## src/rtl/btb_upd_sched.sv

```systemverilog
// Round-robin scheduler of branch-resolution updates into the single BTB write port, with an
// update FIFO and a flush sequencer. Accept->write latency 2 cycles; ready is low when FIFO full or flushing.
module btb_upd_sched #(
    parameter int XLEN       = 32,
    parameter int N_REQ      = 2,
    parameter int FIFO_DEPTH = 4
) (
    input  logic                              clk_i,
    input  logic                              rst_n_i,
    input  logic [N_REQ-1:0]                  req_valid_i,
    output logic [N_REQ-1:0]                  req_ready_o,
    input  logic [N_REQ-1:0]                  req_del_i,
    input  logic [N_REQ*XLEN-1:0]             req_pc_i,
    input  logic [N_REQ*XLEN-1:0]             req_target_i,
    input  logic                              flush_req_i,
    output logic                              btb_valid_o,
    output logic                              btb_del_o,
    output logic [XLEN-1:0]                   btb_pc_o,
    output logic [XLEN-1:0]                   btb_target_o,
    output logic                              btb_flush_o,
    output logic [$clog2(FIFO_DEPTH+1)-1:0]   occupancy_o
);
    localparam int AW = $clog2(FIFO_DEPTH);
    localparam int PW = (N_REQ > 1) ? $clog2(N_REQ) : 1;
    localparam int OW = $clog2(FIFO_DEPTH + 1);

    typedef enum logic {RUN, FLUSH} state_t;

    typedef struct packed {
        logic            del;
        logic [XLEN-1:0] pc;
        logic [XLEN-1:0] target;
    } upd_t;

    state_t          state_q;
    logic [PW-1:0]   rr_ptr_q;
    logic [AW:0]     wr_q, rd_q, wr_nxt, rd_nxt;
    upd_t            mem [FIFO_DEPTH];
    upd_t            head, new_upd;

    logic [N_REQ-1:0] grant;
    logic [PW-1:0]    win;
    logic             found, full, empty, accept_en, push, pop;
    int               idx;

    // First asserting requester at or after the round-robin pointer wins.
    always_comb begin
        grant = '0;
        win   = '0;
        found = 1'b0;
        idx   = 0;
        for (int i = 0; i < N_REQ; i++) begin
            idx = int'(rr_ptr_q) + i;
            if (idx >= N_REQ) idx = idx - N_REQ;
            if (!found && req_valid_i[idx]) begin
                found      = 1'b1;
                grant[idx] = 1'b1;
                win        = PW'(idx);
            end
        end
    end

    assign empty     = (wr_q == rd_q);
    assign full      = (wr_q[AW] != rd_q[AW]) && (wr_q[AW-1:0] == rd_q[AW-1:0]);
    // Reset gates ready so no handshake can complete while the block is held in reset.
    assign accept_en = rst_n_i && !full && (state_q == RUN) && !flush_req_i;
    assign push      = found && accept_en;
    assign pop       = !empty && (state_q == RUN) && !flush_req_i;

    assign req_ready_o = grant & {N_REQ{accept_en}};

    assign new_upd.del    = req_del_i[win];
    assign new_upd.pc     = req_pc_i[int'(win)*XLEN +: XLEN];
    assign new_upd.target = req_target_i[int'(win)*XLEN +: XLEN];
    assign head           = mem[rd_q[AW-1:0]];

    always_comb begin
        wr_nxt = wr_q + {{AW{1'b0}}, push};
        rd_nxt = rd_q + {{AW{1'b0}}, pop};
        if (flush_req_i) begin
            wr_nxt = '0;
            rd_nxt = '0;
        end
    end

    always_ff @(posedge clk_i) begin
        if (push) mem[wr_q[AW-1:0]] <= new_upd;
    end

    always_ff @(posedge clk_i or negedge rst_n_i) begin
        if (!rst_n_i) begin
            state_q      <= RUN;
            rr_ptr_q     <= '0;
            wr_q         <= '0;
            rd_q         <= '0;
            occupancy_o  <= '0;
            btb_valid_o  <= 1'b0;
            btb_del_o    <= 1'b0;
            btb_pc_o     <= '0;
            btb_target_o <= '0;
            btb_flush_o  <= 1'b0;
        end else begin
            wr_q        <= wr_nxt;
            rd_q        <= rd_nxt;
            occupancy_o <= OW'(wr_nxt - rd_nxt);
            btb_valid_o <= pop;
            if (pop) begin
                btb_del_o    <= head.del;
                btb_pc_o     <= head.pc;
                btb_target_o <= head.target;
            end
            if (push) rr_ptr_q <= (win == PW'(N_REQ - 1)) ? '0 : win + 1'b1;
            // A held flush request re-enters FLUSH and emits one pulse per cycle.
            case (state_q)
                RUN: begin
                    btb_flush_o <= flush_req_i;
                    if (flush_req_i) state_q <= FLUSH;
                end
                FLUSH: begin
                    btb_flush_o <= flush_req_i;
                    if (!flush_req_i) state_q <= RUN;
                end
                default: begin
                    btb_flush_o <= 1'b0;
                    state_q     <= RUN;
                end
            endcase
        end
    end
endmodule

```

## config.mk

```make
export PLATFORM = sky130hd
export DESIGN_NAME = btb_upd_sched
export DESIGN_NICKNAME = d
export VERILOG_FILES = /design/src/rtl/btb_upd_sched.sv
export SDC_FILE = /design/constraint.sdc
export NUM_CORES = 1
export LEC_CHECK = 0
export CAP_MARGIN = 20
export CORE_ASPECT_RATIO = 1.25
export CORE_MARGIN = 4
export CORE_UTILIZATION = 48
export DETAILED_ROUTE_END_ITERATION = 12
export GPL_TIMING_DRIVEN = 1
export HOLD_SLACK_MARGIN = 0.12
export PLACE_DENSITY = 0.85
export SYNTH_ARGS = -nofsm -noshare
export SYNTH_HDL_FRONTEND = slang
export SYNTH_SLANG_ARGS = --single-unit
```

## constraint.sdc

```tcl
create_clock -name clk_i -period 6.3 [get_ports clk_i]
set_input_delay 1.89 -clock clk_i [delete_from_list [all_inputs] [get_ports clk_i]]
set_output_delay 1.89 -clock clk_i [all_outputs]
set_load 0.02 [all_outputs]
```

After elaboration in Yosys (flattened, before gate mapping)
Memories as Yosys holds them, arrays and structs flattened. A register that Yosys moved wholly into a read port is not among the register bits.
Index checks and enable logic that the tools add are counted.
{"block": "totals", "ff_bits": 13, "ram_bits": 260, "inputBits": 135, "memories": 1}
{"block": "classes", "n_addsub": 7, "n_lt_le_gt_ge": 7, "n_eq_ne": 3, "shift": 2, "n_mux": 26, "bitwise_logic": 3, "n_reduce_logical": 15}
{"memory": "mem", "depth": 4, "width": 65, "read_ports": 1, "rd_ports_with_merged_regs": 1, "wr": 1, "line": "38", "rtl": "upd_t mem [FIFO_DEPTH];"}
{"op": "64-bit by 7-bit indexed part select with 32-bit output", "n": 2}
{"op": "32-bit by 1-bit >= comparator with 1-bit output (second input constant)", "n": 2}
{"op": "32-bit by 3-bit < comparator with 1-bit output (second input constant)", "n": 2}
{"op": "32-bit two-way mux", "n": 2}
{"op": "1-bit two-way mux", "n": 18}
{"op": "1-bit logical AND", "n": 10}
{"op": "3-bit by 1-bit adder with 3-bit output", "n": 2}
{"op": "3-bit two-way mux", "n": 2}
{"op": "1-bit zero test", "n": 5}
{"op": "2-bit two-way mux", "n": 2}
{"op": "3-bit equality test", "n": 1}
{"op": "1-bit by 2-bit subtractor with 3-bit output (second input constant)", "n": 1}
{"op": "2-bit by 2-bit subtractor with 3-bit output (second input constant)", "n": 1}
{"op": "3-bit subtractor", "n": 1}
{"op": "1-bit by 1-bit adder with 2-bit output (second input constant)", "n": 1}
{"op": "2-bit bitwise AND", "n": 1}
{"op": "1-bit demux with 1-bit select", "n": 2}
{"op": "2-bit equality test", "n": 1}
{"op": "1-bit by 2-bit >= comparator with 1-bit output (second input constant)", "n": 1}
{"op": "2-bit >= comparator (second input constant)", "n": 1}
{"op": "1-bit by 2-bit < comparator with 1-bit output (second input constant)", "n": 1}
{"op": "2-bit bitwise OR", "n": 1}
{"op": "1-bit adder (second input constant)", "n": 1}
{"op": "1-bit != test", "n": 1}
{"op": "1-bit inverter", "n": 1}

Longest topological paths before layout
Gate-level depths: netlist of run 1.
{"block": "depth", "ltp_word": 13, "ltp_mapped": 11, "depth_no_buf": 10}

Least setup slack after synthesis of run 1
No wires, ideal clock.
{"block": "synth_timing", "path_kind": "input to register", "start": "input flush_req_i", "end": "memory mem[2][0] (netlist name), enable pin", "setup_ns": 0.581, "arrival_time_ns": 7.599, "setup_slack_ns": -1.880, "path_stages": 4, "path_buffers": 0, "path_cell_list": "or3b_2 -> a31oi_1 -> o21ai_1 -> nor3b_1"}
{"block": "synth_via", "elab_chain_len": 5}
{"item": "from (decl)", "line": "15", "rtl": "input logic flush_req_i,"}
{"item": "1-bit zero test"}
{"item": "1-bit logical AND", "line": "66", "rtl": "assign accept_en = rst_n_i && !full && (state_q == RUN) && !flush_req_i;"}
{"item": "1-bit logical AND", "line": "67", "rtl": "assign push = found && accept_en;"}
{"item": "1-bit two-way mux", "line": "87", "rtl": "if (push) mem[wr_q[AW-1:0]] <= new_upd;"}
{"item": "1-bit two-way mux (not written as such)", "line": "87"}
{"item": "to (decl)", "line": "38"}
No other way between the ends.

Final worst setup path of run 1
{"block": "layout_timing", "start": "input flush_req_i", "end": "output req_ready_o[1]"}
{"block": "layout_via", "elab_chain_len": 3}
{"item": "1-bit zero test"}
{"item": "1-bit logical AND", "line": "66"}
{"item": "2-bit bitwise AND", "line": "70", "rtl": "assign req_ready_o = grant & {N_REQ{accept_en}};"}
{"item": "to (decl)", "line": "11", "rtl": "output logic [N_REQ-1:0] req_ready_o,"}
No other way between the ends.

==> results of run 1 <==
==> synth_stat cells <==
library cell,instances
edfxtp_1,260
mux2_2,126
dfrtp_1,77
mux4_2,65
buf_2,13
clkbuf_1,9
inv_1,7
ha_1,5
xnor2_1,5
buf_6,4
mux2_1,4
nor2_1,3
nor2b_1,3
a31oi_1,2
nand2b_1,2
nor3b_1,2
o21ai_1,2
a21oi_1,1
a311oi_2,1
and3_1,1
buf_1,1
buf_4,1
fa_1,1
mux2i_1,1
nand2_1,1
nor3_1,1
or3b_2,1
xor2_1,1
==> area by class of cell <==
type | count | area (sq um) | share of cell area, %
Timing Repair Buffer | 223 | 2210 | 13.2
Multi-Input combinational cell | 228 | 3260 | 19.5
Clock inverter | 12 | 196 | 1.17
Clock buffer | 45 | 888 | 5.30
Inverter | 7 | 26.3 | 0.157
Tap cell | 345 | 432 | 2.58
Sequential cell | 337 | 9740 | 58.2
==> worst min-delay path by stage <==
stage / from / depth (start not counted) / slack, ns / end
2_1_floorplan: rr_ptr_q / 1 / 0.46 / rr_ptr_q
5_1_grt: btb_pc_o[7] / 1 / 0.53 / btb_pc_o[7]
3_5_place_dp: btb_del_o / 1 / 0.48 / btb_del_o
6_report: btb_del_o / 1 / 0.50 / btb_del_o
4_1_cts: btb_target_o[12] / 1 / 0.51 / btb_target_o[12]
3_3_place_gp: btb_target_o[12] / 1 / 0.47 / btb_target_o[12]
==> stage by stage <==
stage	cells	hold slack, ns
2_1_floorplan	600	0.460
3_3_place_gp	1139	0.470
3_5_place_dp	1139	0.480
4_1_cts	1196	0.508
5_1_grt	1197	0.525
6_report	1197	0.502
==> worst register-to-register path, cell delays in order (launching register included) <==
cell      delay [ns]
dfrtp_4         0.61
xnor2_1         0.35
a31oi_1         0.21
o21ai_1         0.51
inv_1           0.13
ha_1            0.22
ha_1            0.27
nand2b_1        0.10
fa_1            0.45
xnor2_1         0.14
==> flip-flops by register name, summed over array words and instances, names as in the netlist <==
| name | flops |
|---|---|
| wr_q | 3 |
| btb_target_o | 32 |
| rd_q | 3 |
| btb_valid_o | 1 |
| occupancy_o | 3 |
| mem | 260 |
| btb_flush_o | 1 |
| btb_pc_o | 32 |
| btb_del_o | 1 |
| rr_ptr_q | 1 |
==> logic make-up after synthesis <==
logic type / Yosys count
AND/OR/NAND/NOR: 14
adder cells (fa/ha/maj): 6
flip-flops: 337
AO/OA/AOI/OAI: 6
buffers and inverters: 35
XOR/XNOR: 6
multiplexers: 196
==> power breakdown <==
group	switching (W)	total, W	internal, W
logic	0.000493	0.00108	0.000587
clock network	0.000768	0.00195	0.00118
registers	0.000110	0.00274	0.00263
total	0.00137	0.00577	0.00440
==> layer usage <==
metal / vias to the layer above / wire, um / GRT usage, %
met5: - / 0 / 0
met4: 0 / 422 / 4.24
met3: 29 / 1450 / 3.05
met2: 186 / 13200 / 29.5
met1: 3365 / 9900 / 21.2
li1: 2868 / - / -
==> results_dict.tcl, run 1 <==
set metrics [dict create \
    synth-simple-area-share_pct 0.620 \
    synth-seq-cells 337 \
    r2r_end "occupancy_o[2]" \
    syn-num-nets 741 \
    ios 207 \
    syn_area_sq_mm 0.0131 \
    cpPeakStageDelay_ns 0.64 \
    fillerInstances 1834 \
    fin_crit_ns 5.80 \
    cts_tree "yes" \
    clock_latency_ns 0.55 \
    cp-start-kind "primary input" \
    ctsLongestPathBuffers 3 \
    grt_pass1_wl_mm 38.7 \
    synth_top_family_by_area "multiplexers" \
    cpMostUsedCell "clkdlybuf4s50_1" \
    cts_hold_buf 0 \
    setup_ws_ns 0.496 \
    max_freq_ghz 0.172 \
    crit_chain "clkdlybuf4s50_1 -> or3b_2 -> a31oi_1 -> nor2b_1 -> clkdlybuf4s50_1" \
    wl_mm 24.9 \
    routed_via_density 5.39 \
    maxSlewHeadroom_pct 33.5 \
    post_cts_buffers 0 \
    postSynthCellCount 600 \
    hp-class "reg -> reg" \
    synth_top_area_share_pct 59.5 \
    path_max_fanout 5 \
    antennaDiodeCount 0 \
    die-area_sq_mm 0.0300 \
    synth_cell_type_count 28 \
    firstDrtPassIters 6 \
    reg2reg_depth 9 \
    ctsResizeCount 0 \
    final_common_cell "edfxtp_1" \
    root_buffer "clkbuf_16" \
    track_usage_pct 16.6 \
    yosys.area_share.adder_pct 0.630 \
    crit_slowest_cell "clkdlybuf4s50_1" \
    antenna_found_initial 0 \
    finalHoldViolCount 0 \
    rows 67 \
    p_total_w 0.00577 \
    path_delay_family "buffers and inverters" \
    antenna_left 0 \
    clk_pin_slew_ns 0.06 \
    rsz0062_at_grt "no" \
    cp.arrival_ns 3.91 \
    final_max_slew_viol_count 0 \
    fin_crit_sh_pct 92.1 \
    synth.area.mux_share_pct 22.4 \
    ys_seq_area_share_pct 74.2 \
    clock_sinks 337 \
    worstMarginPinSlew_ns 0.997 \
    cp.required_ns 4.41 \
    grt_pass1_vias 7025 \
    io_buffers 206 \
    r2r_setup_slack_ns 3.21 \
    fin_util_pct 62.3 \
    peakVddDrop_v 0.000264 \
    critical_path_class "in -> out" \
    power_density_mw_per_mm2 344 \
    crit_end "req_ready_o[1]" \
    place_area_sq_mm 0.0156 \
    layout.nets 969 \
    synthToLayoutAreaGrowth_pct 27.8 \
    drt-initial-drc-count 260 \
    setup_viol 0 \
    end_kind "output pin" \
    crit_buf_inv 2 \
    status "complete, no violations" \
    final_cell_area_sq_mm 0.0168 \
    htree_levels 1 \
    drive_gt1_share_pct 31.2 \
    synth_compound_area_share_pct 0.324 \
    overflow 0 \
    syn-mean-instance-area_sq_um 21.9 \
    start_util_pct 48.7 \
    fin_setup_tns_ns 0 \
    cts_made_buffers 31 \
    synth-xor-area-share_pct 0.401 \
    vias 6448 \
    p_leak_nw 5.73 \
    die_x_um 156 \
    mostFrequentLayoutCells "260 x edfxtp_1, 205 x clkdlybuf4s50_1, 126 x mux2_2, 75 x dfrtp_1, 65 x mux4_2" \
    grt_max_degree 67 \
    reg2reg_from "rd_q[0]" \
    fp.dieH_um 193 \
    synth_area_leader_cell "edfxtp_1" \
    dp_hpwl_mm 15.5 \
    path_depth 5 \
    yosys_warnings 0 \
    core_sq_mm 0.0269 \
    drc 0 \
    place.gp.congestion 0.729 \
    synthTopCellsByArea "edfxtp_1 60%, dfrtp_1 15%, mux4_2 11%" \
    place_ws_ns 0.489 \
    cap_violations 0 \
    skew_ns 0.0184 \
    critPathLaunch "flush_req_i" \
    wl_per_cell_um 20.8 \
]
Power figures use the tool's default switching activity.
==> run 2, diff against run 1 <==
--- a/config.mk
+++ b/config.mk
@@ -13,6 +13,7 @@
 export GPL_TIMING_DRIVEN = 1
 export HOLD_SLACK_MARGIN = 0.12
 export PLACE_DENSITY = 0.85
+export SLEW_MARGIN = 25
 export SYNTH_ARGS = -nofsm -noshare
 export SYNTH_HDL_FRONTEND = slang
 export SYNTH_SLANG_ARGS = --single-unit
==> run 2 against run 1 <==
Net effect:
- setup slack improved by 0.0035 ns
- maximum frequency is essentially flat
- cell count hardly changed
- critical path depth unchanged
- largest cell class unchanged
- via count fell by 0.50%
- sequential power is essentially flat
- routed wire length shrank 1.7%
- hold slack got worse by 0.0023 ns
- utilization down 0.58 points
- sequential share of layout area increased by 0.54 points
- flip-flop and latch count is the same
==> results_dict.tcl, run 2 (synthesized netlist as in run 1, its figures left out) <==
set metrics [dict create \
    drt-initial-drc-count 301 \
    pwr-share-seq_pct 49.2 \
    clock_latency_ns 0.54 \
    wl_per_cell_um 20.5 \
    max_freq_ghz 0.172 \
    clkPwrFrac_pct 31.5 \
    r2r_end "occupancy_o[2]" \
    ctsResizeCount 0 \
    netSwitchingFraction_pct 24.2 \
    root_buffer "clkbuf_16" \
    power_density_mw_per_mm2 335 \
    ios 207 \
    intPower_w 0.00422 \
    antennaDiodeCount 0 \
    fillerInstances 1865 \
    regArea_sq_mm 0.00974 \
    status "complete, no violations" \
    clk_pin_slew_ns 0.06 \
    drc 0 \
    dp_hpwl_mm 15.4 \
    antenna_left 0 \
    cts_hold_buf 0 \
    r2r_setup_slack_ns 3.20 \
    routed_via_density 5.36 \
    ctsLongestPathBuffers 3 \
    track_usage_pct 16.3 \
    grt_pass1_vias 6981 \
    post_cts_buffers 0 \
    cp-start-kind "primary input" \
    synthToLayoutAreaGrowth_pct 26.6 \
    overflow 0 \
    cp.required_ns 4.41 \
    die-area_sq_mm 0.0300 \
    fin_crit_ns 5.80 \
    die_x_um 156 \
    start_util_pct 48.7 \
    rsz0062_at_grt "no" \
    grt_max_degree 67 \
    cp.arrival_ns 3.91 \
    clock_sinks 337 \
    p_leak_nw 5.67 \
    reg2reg_from "rd_q[0]" \
    io_buffers 206 \
    fp.dieH_um 193 \
    grt_pass1_wl_mm 38.1 \
    cts_tree "yes" \
    place_area_sq_mm 0.0156 \
    hp-class "reg -> reg" \
    final_cell_area_sq_mm 0.0166 \
    htree_levels 1 \
    multiInputGateArea_sq_mm 0.00326 \
    cts_made_buffers 31 \
    critPathLaunch "flush_req_i" \
    peakVddDrop_v 0.000228 \
    antenna_found_initial 0 \
    maxSlewHeadroom_pct 32.7 \
    crit_end "req_ready_o[1]" \
    final_max_slew_viol_count 0 \
    place.gp.congestion 0.729 \
    layout.nets 968 \
    finalHoldViolCount 0 \
    worstMarginPinSlew_ns 1.01 \
    skew_ns 0.0167 \
    path_max_fanout 5 \
    critical_path_class "in -> out" \
    core_sq_mm 0.0269 \
    fin_crit_sh_pct 92.1 \
    firstDrtPassIters 4 \
    fin_setup_tns_ns 0 \
    setup_viol 0 \
    fin_util_pct 61.7 \
    vias 6416 \
    final_common_cell "edfxtp_1" \
    end_kind "output pin" \
    reg2reg_depth 9 \
    rows 67 \
    largest_reg_flops 260 \
    cap_violations 0 \
    mostFrequentLayoutCells "260 x edfxtp_1, 205 x clkdlybuf4s50_1, 126 x mux2_2, 75 x dfrtp_1, 65 x mux4_2" \
    wl_mm 24.5 \
    power_switching_w 0.00135 \
    combPwrFrac_pct 19.3 \
    drive_gt1_share_pct 30.4 \
]
run 2: layer usage:
layer / GRT usage, % / routed length [um] / share of wire [%] / up-vias
met1: 20.3 / 9530 / 39 / 3288
li1: - / - / - / 2873
met3: 2.94 / 1430 / 5.8 / 47
met4: 4.31 / 532 / 2.2 / 0
met5: 0 / 0 / 0 / -
met2: 29.6 / 13000 / 53 / 208
run 2: worst min-delay path by stage:
stage                           startpoint          endpoint  depth (start not counted)
after floorplan                   rr_ptr_q          rr_ptr_q                          1
after global placement    btb_target_o[12]  btb_target_o[12]                          1
after detailed placement  btb_target_o[12]  btb_target_o[12]                          1
after CTS                 btb_target_o[12]  btb_target_o[12]                          1
after global routing           btb_pc_o[7]       btb_pc_o[7]                          1
final                     btb_target_o[12]  btb_target_o[12]                          1
run 2: worst max-delay path, cell delays in order:
cell             delay (ns)
clkdlybuf4s50_1        0.41
or3b_2                 0.47
a31oi_1                0.30
nor2b_1                0.20
clkdlybuf4s50_1        0.64
run 2: metrics by stage:
step | power [W] | std cells | setup slack (ns) | hold WS, ns
2_1_floorplan | 0.00329 | 600 | 0.221 | 0.460
3_5_place_dp | 0.00388 | 1139 | 0.499 | 0.488
3_3_place_gp | 0.00384 | 1139 | 0.568 | 0.470
6_report | 0.00556 | 1196 | 0.500 | 0.500
4_1_cts | 0.00563 | 1196 | 0.499 | 0.506
5_1_grt | 0.00580 | 1196 | 0.426 | 0.525
run 2: power by group through the flow:
stage / Clock [W] / Sequential, W / Combinational, W
floorplan: 0 / 0.00299 / 0.000300
global placement: 0 / 0.00278 / 0.00106
detailed placement: 0 / 0.00279 / 0.00109
CTS: 0.00179 / 0.00274 / 0.00110
global route: 0.00190 / 0.00276 / 0.00114
finish: 0.00175 / 0.00274 / 0.00108
run 2: cell type report:
class	count	area share (%)
multi-input combinational	228	19.6
clock buffer	45	5.05
clock inverter	12	0.694
inverter	7	0.158
tap	345	2.60
timing repair buffer	222	13.2
sequential	337	58.7
